[config.mk]
export PLATFORM = sky130hd
export DESIGN_NAME = ps2_letter_decoder
export DESIGN_NICKNAME = d
export VERILOG_FILES = /design/src/rtl/ps2_letter_decoder.sv
export SDC_FILE = /design/constraint.sdc
export NUM_CORES = 1
export LEC_CHECK = 0
export ABC_AREA = 0
export BUFFER_PORTS_ARGS = -buffer_cell sky130_fd_sc_hd__buf_2
export CORE_MARGIN = 10
export CORE_UTILIZATION = 50
export DETAILED_ROUTE_END_ITERATION = 12
export GPL_TIMING_DRIVEN = 0
export PLACE_DENSITY = 0.69
export REMOVE_ABC_BUFFERS = 1
export SETUP_SLACK_MARGIN = 0.02
export SLEW_MARGIN = 0
export SYNTH_ARGS = -nofsm -noshare
export SYNTH_HDL_FRONTEND = slang
export SYNTH_SLANG_ARGS = --single-unit
[constraint.sdc]
create_clock -name clk -period 6.4 [get_ports clk]
set_clock_uncertainty 0.1 [all_clocks]
set_input_delay 0.64 -clock clk [delete_from_list [all_inputs] [get_ports clk]]
set_output_delay 0.64 -clock clk [all_outputs]
set_load 0.005 [all_outputs]
[src/rtl/ps2_letter_decoder.sv]
// PS/2 set-2 keyboard receiver that tracks a single held letter as a one-hot vector plus index.
// Optional PS2_PARITY_CHECK_EN: drop frames whose odd parity over D0..D7+P fails.
module ps2_letter_decoder #(
   parameter int TIMEOUT_CYCLES = 50000
) (
   input  logic        clk,
   input  logic        reset,
   input  logic        PS2_CLK,
   input  logic        PS2_DAT,
   output logic [25:0] letter,
   output logic [4:0]  key_code,
   output logic        key_valid,
   output logic        frame_err
);
   // state    | meaning
   // S_IDLE   | waiting for make, F0 or E0
   // S_BRK    | F0 seen, next byte is a break code
   // S_EXT    | E0 seen, extended key in progress
   // S_EXTBRK | E0 F0 seen, next byte is an extended break
   typedef enum logic [1:0] {S_IDLE, S_BRK, S_EXT, S_EXTBRK} scan_t;

   localparam int TW = $clog2(TIMEOUT_CYCLES + 1);
   localparam logic [TW-1:0] TMO_MAX = TW'(TIMEOUT_CYCLES);

   logic [2:0]    clk_sync_q, clk_sync_d;
   logic [1:0]    dat_sync_q, dat_sync_d;
   logic          rx_busy_q, rx_busy_d;
   logic [3:0]    bit_cnt_q, bit_cnt_d;
   logic [8:0]    shift_q, shift_d;
   logic [TW-1:0] tmo_q, tmo_d;
   logic          byte_stb_q, byte_stb_d;
   logic [7:0]    byte_q, byte_d;
   logic          frame_err_q, frame_err_d;
   scan_t         state_q, state_d;
   logic [25:0]   letter_q, letter_d;
   logic [4:0]    key_code_q, key_code_d;
   logic          key_valid_q, key_valid_d;

   logic          ps2_fall, dat_s, frame_ok;
   logic          code_hit, held_match;
   logic [4:0]    code_idx;

   assign ps2_fall = clk_sync_q[2] & ~clk_sync_q[1];
   assign dat_s    = dat_sync_q[1];
   assign clk_sync_d = {clk_sync_q[1:0], PS2_CLK};
   assign dat_sync_d = {dat_sync_q[0], PS2_DAT};

`ifdef PS2_PARITY_CHECK_EN
   assign frame_ok = dat_s & (^shift_q);
`else
   assign frame_ok = dat_s;
`endif

   // shift_q collects D0..D7 then parity; the 11th sample is the stop bit itself
   always_comb begin
      rx_busy_d   = rx_busy_q;
      bit_cnt_d   = bit_cnt_q;
      shift_d     = shift_q;
      tmo_d       = tmo_q;
      byte_stb_d  = 1'b0;
      byte_d      = byte_q;
      frame_err_d = 1'b0;
      if (ps2_fall) begin
         tmo_d = '0;
         if (!rx_busy_q) begin
            if (!dat_s) begin
               rx_busy_d = 1'b1;
               bit_cnt_d = 4'd1;
            end
         end else if (bit_cnt_q == 4'd10) begin
            rx_busy_d = 1'b0;
            bit_cnt_d = 4'd0;
            if (frame_ok) begin
               byte_stb_d = 1'b1;
               byte_d     = shift_q[7:0];
            end else begin
               frame_err_d = 1'b1;
            end
         end else begin
            shift_d   = {dat_s, shift_q[8:1]};
            bit_cnt_d = bit_cnt_q + 4'd1;
         end
      end else if (rx_busy_q) begin
         if (tmo_q == TMO_MAX) begin
            rx_busy_d   = 1'b0;
            bit_cnt_d   = 4'd0;
            frame_err_d = 1'b1;
         end else begin
            tmo_d = tmo_q + 1'b1;
         end
      end
   end

   always_comb begin
      code_hit = 1'b1;
      code_idx = 5'd0;
      case (byte_q)
         8'h1C: code_idx = 5'd0;
         8'h32: code_idx = 5'd1;
         8'h21: code_idx = 5'd2;
         8'h23: code_idx = 5'd3;
         8'h24: code_idx = 5'd4;
         8'h2B: code_idx = 5'd5;
         8'h34: code_idx = 5'd6;
         8'h33: code_idx = 5'd7;
         8'h43: code_idx = 5'd8;
         8'h3B: code_idx = 5'd9;
         8'h42: code_idx = 5'd10;
         8'h4B: code_idx = 5'd11;
         8'h3A: code_idx = 5'd12;
         8'h31: code_idx = 5'd13;
         8'h44: code_idx = 5'd14;
         8'h4D: code_idx = 5'd15;
         8'h15: code_idx = 5'd16;
         8'h2D: code_idx = 5'd17;
         8'h1B: code_idx = 5'd18;
         8'h2C: code_idx = 5'd19;
         8'h3C: code_idx = 5'd20;
         8'h2A: code_idx = 5'd21;
         8'h1D: code_idx = 5'd22;
         8'h22: code_idx = 5'd23;
         8'h35: code_idx = 5'd24;
         8'h1A: code_idx = 5'd25;
         default: code_hit = 1'b0;
      endcase
   end

   // key_code only changes together with a new letter, so it names the held key while letter != 0
   assign held_match = (letter_q != '0) && code_hit && (code_idx == key_code_q);

   always_comb begin
      state_d     = state_q;
      letter_d    = letter_q;
      key_code_d  = key_code_q;
      key_valid_d = 1'b0;
      if (byte_stb_q) begin
         case (state_q)
            S_IDLE: begin
               if (byte_q == 8'hF0) begin
                  state_d = S_BRK;
               end else if (byte_q == 8'hE0) begin
                  state_d = S_EXT;
               end else if (code_hit && !held_match) begin
                  letter_d    = 26'd1 << code_idx;
                  key_code_d  = code_idx;
                  key_valid_d = 1'b1;
               end
            end
            S_BRK: begin
               if (held_match) letter_d = '0;
               state_d = S_IDLE;
            end
            S_EXT:    state_d = (byte_q == 8'hF0) ? S_EXTBRK : S_IDLE;
            default:  state_d = S_IDLE;
         endcase
      end
   end

   always_ff @(posedge clk or negedge reset) begin
      if (!reset) begin
         clk_sync_q  <= 3'b111;
         dat_sync_q  <= 2'b11;
         rx_busy_q   <= 1'b0;
         bit_cnt_q   <= 4'd0;
         shift_q     <= '0;
         tmo_q       <= '0;
         byte_stb_q  <= 1'b0;
         byte_q      <= '0;
         frame_err_q <= 1'b0;
         state_q     <= S_IDLE;
         letter_q    <= '0;
         key_code_q  <= '0;
         key_valid_q <= 1'b0;
      end else begin
         clk_sync_q  <= clk_sync_d;
         dat_sync_q  <= dat_sync_d;
         rx_busy_q   <= rx_busy_d;
         bit_cnt_q   <= bit_cnt_d;
         shift_q     <= shift_d;
         tmo_q       <= tmo_d;
         byte_stb_q  <= byte_stb_d;
         byte_q      <= byte_d;
         frame_err_q <= frame_err_d;
         state_q     <= state_d;
         letter_q    <= letter_d;
         key_code_q  <= key_code_d;
         key_valid_q <= key_valid_d;
      end
   end

   assign letter    = letter_q;
   assign key_code  = key_code_q;
   assign key_valid = key_valid_q;
   assign frame_err = frame_err_q;
endmodule

# [Word-level counts from Yosys, hierarchy flattened]
# Index checks and enable logic that the tools add are counted.
[op_classes] n_bitwise=5 add_sub_neg=2 n_reduce_logical=17 n_shift=1 muxes=40 n_eq_ne=40
[ops] operator="$eq 8x6->1 const B" n=16
[ops] operator="$pmux 5 s25" n=1
[ops] operator="$mux 26" n=4
[ops] operator="$pmux 26 s2" n=1
[ops] operator="$mux 16" n=3
[ops] operator="$eq 8x5->1 const B" n=5
[ops] operator="$eq 8x7->1 const B" n=5
[ops] operator="$reduce_bool 26->1" n=1
[ops] operator="$reduce_or 26->1" n=1
[ops] operator="$shl 1x5->26 const A" n=1
[ops] operator="$mux 4" n=6
[ops] operator="$mux 1" n=21
[ops] operator="$add 16x1->16 const B" n=1
[ops] operator="$eq 16x16->1 const B" n=1
[ops] operator="$eq 8x8->1 const B" n=2
[ops] operator="$ne 2x2->1 const B" n=5
[ops] operator="$mux 2" n=3
[ops] operator="$reduce_and 3->1" n=2
[ops] operator="$reduce_and 6->1" n=1
[ops] operator="$reduce_bool 2->1" n=3
[ops] operator="$eq 5x5->1" n=1
[ops] operator="$reduce_and 5->1" n=1
[ops] operator="$add 4x1->4 const B" n=1
[ops] operator="$eq 4x4->1 const B" n=1
[ops] operator="other kinds (12)" n=18
[word_totals] output_inout_bits=33 wordCells=118 in_bits=4 reg_bits=79

# [Logic depth before layout (Yosys ltp)]
[depth] ltp_word=12 mapped_depth=11 ltp_nobuf=9

# [Worst setup path after synthesis]
# Ideal clock, no wire load.
[synth_timing] kind="reg2reg" startpoint="register byte_q[4]" endpoint="register letter_q[16] (netlist: letter[16])" slack_ns=3.365 synth_period_minus_slack_ns=3.035 t_arrival_ns=2.868 n_path_buf=2 setup_time_ns=0.067 required_ns=6.233 stages_incl_launch_ff=11 cell_sequence="dfrtp_1 buf_6 or4b_4 o22ai_1 a22o_1 nor4_2 o311ai_1 a2111oi_4 mux2i_2 buf_6 a22o_1"
[synth_via] elab_chain_cells=9 word_cells_on_any_way=46
[synth_rtl] item="from (decl)" line="32" source="logic [7:0] byte_q, byte_d;"
[synth_rtl] item="from (signal assigned)" line="182" source="byte_q <= byte_d;"
[synth_rtl] item="branches (longest 9 deep; another with $pmux 5 s25)"
[synth_rtl] item="to (signal assigned)" line="185" source="letter_q <= letter_d;"
[synth_rtl] item="to (decl)" line="35" source="logic [25:0] letter_q, letter_d;"
# Parallel ways; which one is timed is not known. The select of a mux whose other input is x is not followed.
# A chain may end at the register's enable or synchronous reset.

# [Worst setup path after layout]
[layout_timing] startpoint="register byte_q[0]" endpoint="register letter_q[16] (netlist: letter[16])"
# The elaborated chain is that of the path after synthesis.

==> impl_metrics.tcl <==
set metrics [dict create \
    outcome "finished, final reports clean" \
    final_cell_mix "dfrtp_1, nand2_1, nor2_1" \
    syn-instance-count 401 \
    synth_compound_area_share_pct 15.0 \
    slowest_delay_ps 760 \
    grt_pass1_wl_um 15000 \
    wire_per_inst_um 16.2 \
    ff2ff_setup_slack_ps 2510 \
    internal_power_uw 819 \
    switching_power_uw 261 \
    crit_chain "nand2b_1 > o22ai_1 > a22o_1 > nor4_2 > o311ai_1 > a2111oi_4 > mux2i_4 > a22o_1" \
    grt_max_degree 56 \
    drc 0 \
    power_density_nw_per_um2 239 \
    yosysSeqAreaShare_pct 49.2 \
    finalNetCount 437 \
    cp-start-kind "flop" \
    postRouteAntennaNets 0 \
    fillers 713 \
    finalSetupViolCount 0 \
    path_max_fanout 26 \
    finalHoldViolCount 0 \
    synth_xor_area_share_pct 3.91 \
    dr.pass1.iters 4 \
    grt_use_total_pct 15.3 \
    setup_tns_ps 0 \
    pin_count 37 \
    synth-edff-count 0 \
    pwr-share-clk_pct 41.9 \
    clock_latency_ps 350 \
    postRouteWirelength_um 8710 \
    gp_congestion 0.862 \
    die_x_um 110 \
    post-route-period-util_pct 60.8 \
    yosys_warnings 0 \
    synth_mux_area_share_pct 2.30 \
    io_buffers 36 \
    clock_sinks 79 \
    dpl.hpwl_um 6100 \
    pwr-share-seq_pct 51.8 \
    cts_hold_buf 0 \
    avgSynthCellArea_um2 10.0 \
    placed_cells 520 \
    cts_tree "built" \
    post_cts_resized 0 \
    synth_fa_ha_area_share_pct 1.24 \
    layout_commonest_cell "dfrtp_1" \
    worstSetupEndpointType "flop" \
    slew-limit-headroom_pct 40.8 \
    worstHoldPathType "primary input to async pin" \
    grt_setup_unrepaired "no" \
    cts.clk_slew.worst_paths_ps 80 \
    yosys.cell_types.count 59 \
    diodes 0 \
    yosys.area_share.simple_pct 24.8 \
    first_iter_violations 191 \
    rows 32 \
    crit_slowest_cell "mux2i_4" \
    die_h_um 110 \
    clock_tree.buffer_depth 2 \
    irDropWorstVdd_mv 0.197 \
    crit_type "flop to flop" \
    cts_buffers 9 \
    antenna_found_initial 0 \
    layout-drive-gt1-share_pct 18.0 \
    crit_path_frequent_cell "a22o_1" \
    initial_utilization_pct 51.9 \
    pwr-share-comb_pct 6.4 \
    required_ps 6580 \
    swShare_pct 24.2 \
    max_cap_viol_count 0 \
    finalNonFillerCells 536 \
    cts.root.buffer_cell "clkbuf_8" \
    postCtsSetupRepairBufs 0 \
    reg2reg_depth 8 \
    max_freq_mhz 257 \
    finalCriticalPeriod_ps 3890 \
    async_flop_share_pct 100 \
    vias 3130 \
    die-area_um2 12000 \
    synth_top_family_by_area "simple AND/OR/NAND/NOR gates" \
    viasPerCell 5.84 \
    p_leak_uw 0.00214 \
    ys_ff_latch 79 \
    ys.flop_type "dfrtp_1" \
    cts-htree-levels 3 \
    area_delta_synth_final_pct 12.1 \
    slew_viol_final 0 \
    first_global_vias 3086 \
    worst_pin_slew_ps 884 \
    grt.overflow.total 0 \
    worstPathArrival_ps 4070 \
    netlist_area_um2 4030 \
    core_um2 7770 \
]
## power by group through the flow
| stage | clock, µW | combinational (µW) | sequential [µW] |
|---|---|---|---|
| final | 453 | 68.7 | 559 |
| after global routing | 481 | 84.1 | 566 |
| after CTS | 459 | 70.4 | 559 |
| after detailed placement | 0 | 70.1 | 569 |
| after global placement | 0 | 65.1 | 567 |
| after floorplan | 0 | 46.0 | 562 |
## flip-flops by register name, summed over array words and instances (netlist names)
signal and flops:
letter 26, tmo_q 16, shift_q 9, byte_q 8
key_code 5, bit_cnt_q 4, clk_sync_q 3, dat_sync_q 2
state_q 2, byte_stb_q 1, frame_err 1, key_valid 1
rx_busy_q 1
## per-stage QoR
stage          hold slack, ps  setup WS (ps)  utilization (%)  instance area (µm²)  power [µW]
3_5_place_dp              253           2210             54.8                 4260         639
6_report                  107           2510             58.2                 4520        1080
4_1_cts                   103           2190             57.9                 4500        1090
2_1_floorplan             244           2920                -                 3920         608
5_1_grt                   101           2180             58.2                 4520        1130
3_3_place_gp              246           2300             54.4                 4230         632
## logic make-up after synthesis
family | after synthesis
AO/OA/AOI/OAI | 77
XOR/XNOR | 18
adder cells (fa/ha/maj) | 4
buffers and inverters | 28
flip-flops | 79
multiplexers | 8
AND/OR/NAND/NOR | 187
## synth_stat cells, types with 5 or more instances
cell       n  area (µm²)
a21oi_1   10        50.1
a22o_1    15         131
a32o_1    12         120
and3_1     8        50.1
buf_2      5        25.0
clkbuf_1  10        37.5
dfrtp_1   74        1850
dfstp_2    5         131
inv_1      8        30.0
mux2_2     7        78.8
nand2_1   58         218
nand2b_1   5        31.3
nand3_1   11        55.1
nand4_1   10        62.6
nor2_1    39         146
nor2b_1    7        43.8
nor3_1     8        40.0
nor4_1     8        50.1
o21ai_0   13        65.1
xor2_1    14         123
## per-layer routing
layer,vias to the layer above,GRT usage (%),wire [µm]
met5,-,0,0
met4,0,3.07,48
met3,4,3.63,511
met2,71,24.4,4100
met1,1540,20.7,4040
li1,1515,-,-
## area by class of cell
cell class | count | area (µm²) | share of cell area [%]
flip-flops and latches | 79 | 1980 | 43.9
multi-input cells | 294 | 1920 | 42.5
repair buffers | 37 | 210 | 4.65
clock buffers | 10 | 128 | 2.83
well taps | 102 | 128 | 2.83
clock inverters | 6 | 118 | 2.60
inverters | 8 | 30.0 | 0.665
## final timing paths
check,startpoint,end
setup / recovery,byte_q[0]$_DFFE_PN0P_,letter[16]$_DFFE_PN0P_
hold / removal,reset,tmo_q[1]$_DFFE_PN0P_
setup reg to reg,byte_q[0]$_DFFE_PN0P_,letter[16]$_DFFE_PN0P_
hold reg to reg,clk_sync_q[0]$_DFF_PN1_,clk_sync_q[1]$_DFF_PN1_
max in group asynchronous,reset,byte_q[2]$_DFFE_PN0P_
min in group clk,clk_sync_q[0]$_DFF_PN1_,clk_sync_q[1]$_DFF_PN1_
## worst max-delay path, delay by kind of cell (launching register included)
kind | cells | cell delay [ps]
AOI/OAI and AO/OA | 5 | 1450
DFF | 1 | 700
and+or+nand+nor | 2 | 810
muxes | 1 | 760
Power figures use the tool's default switching activity.
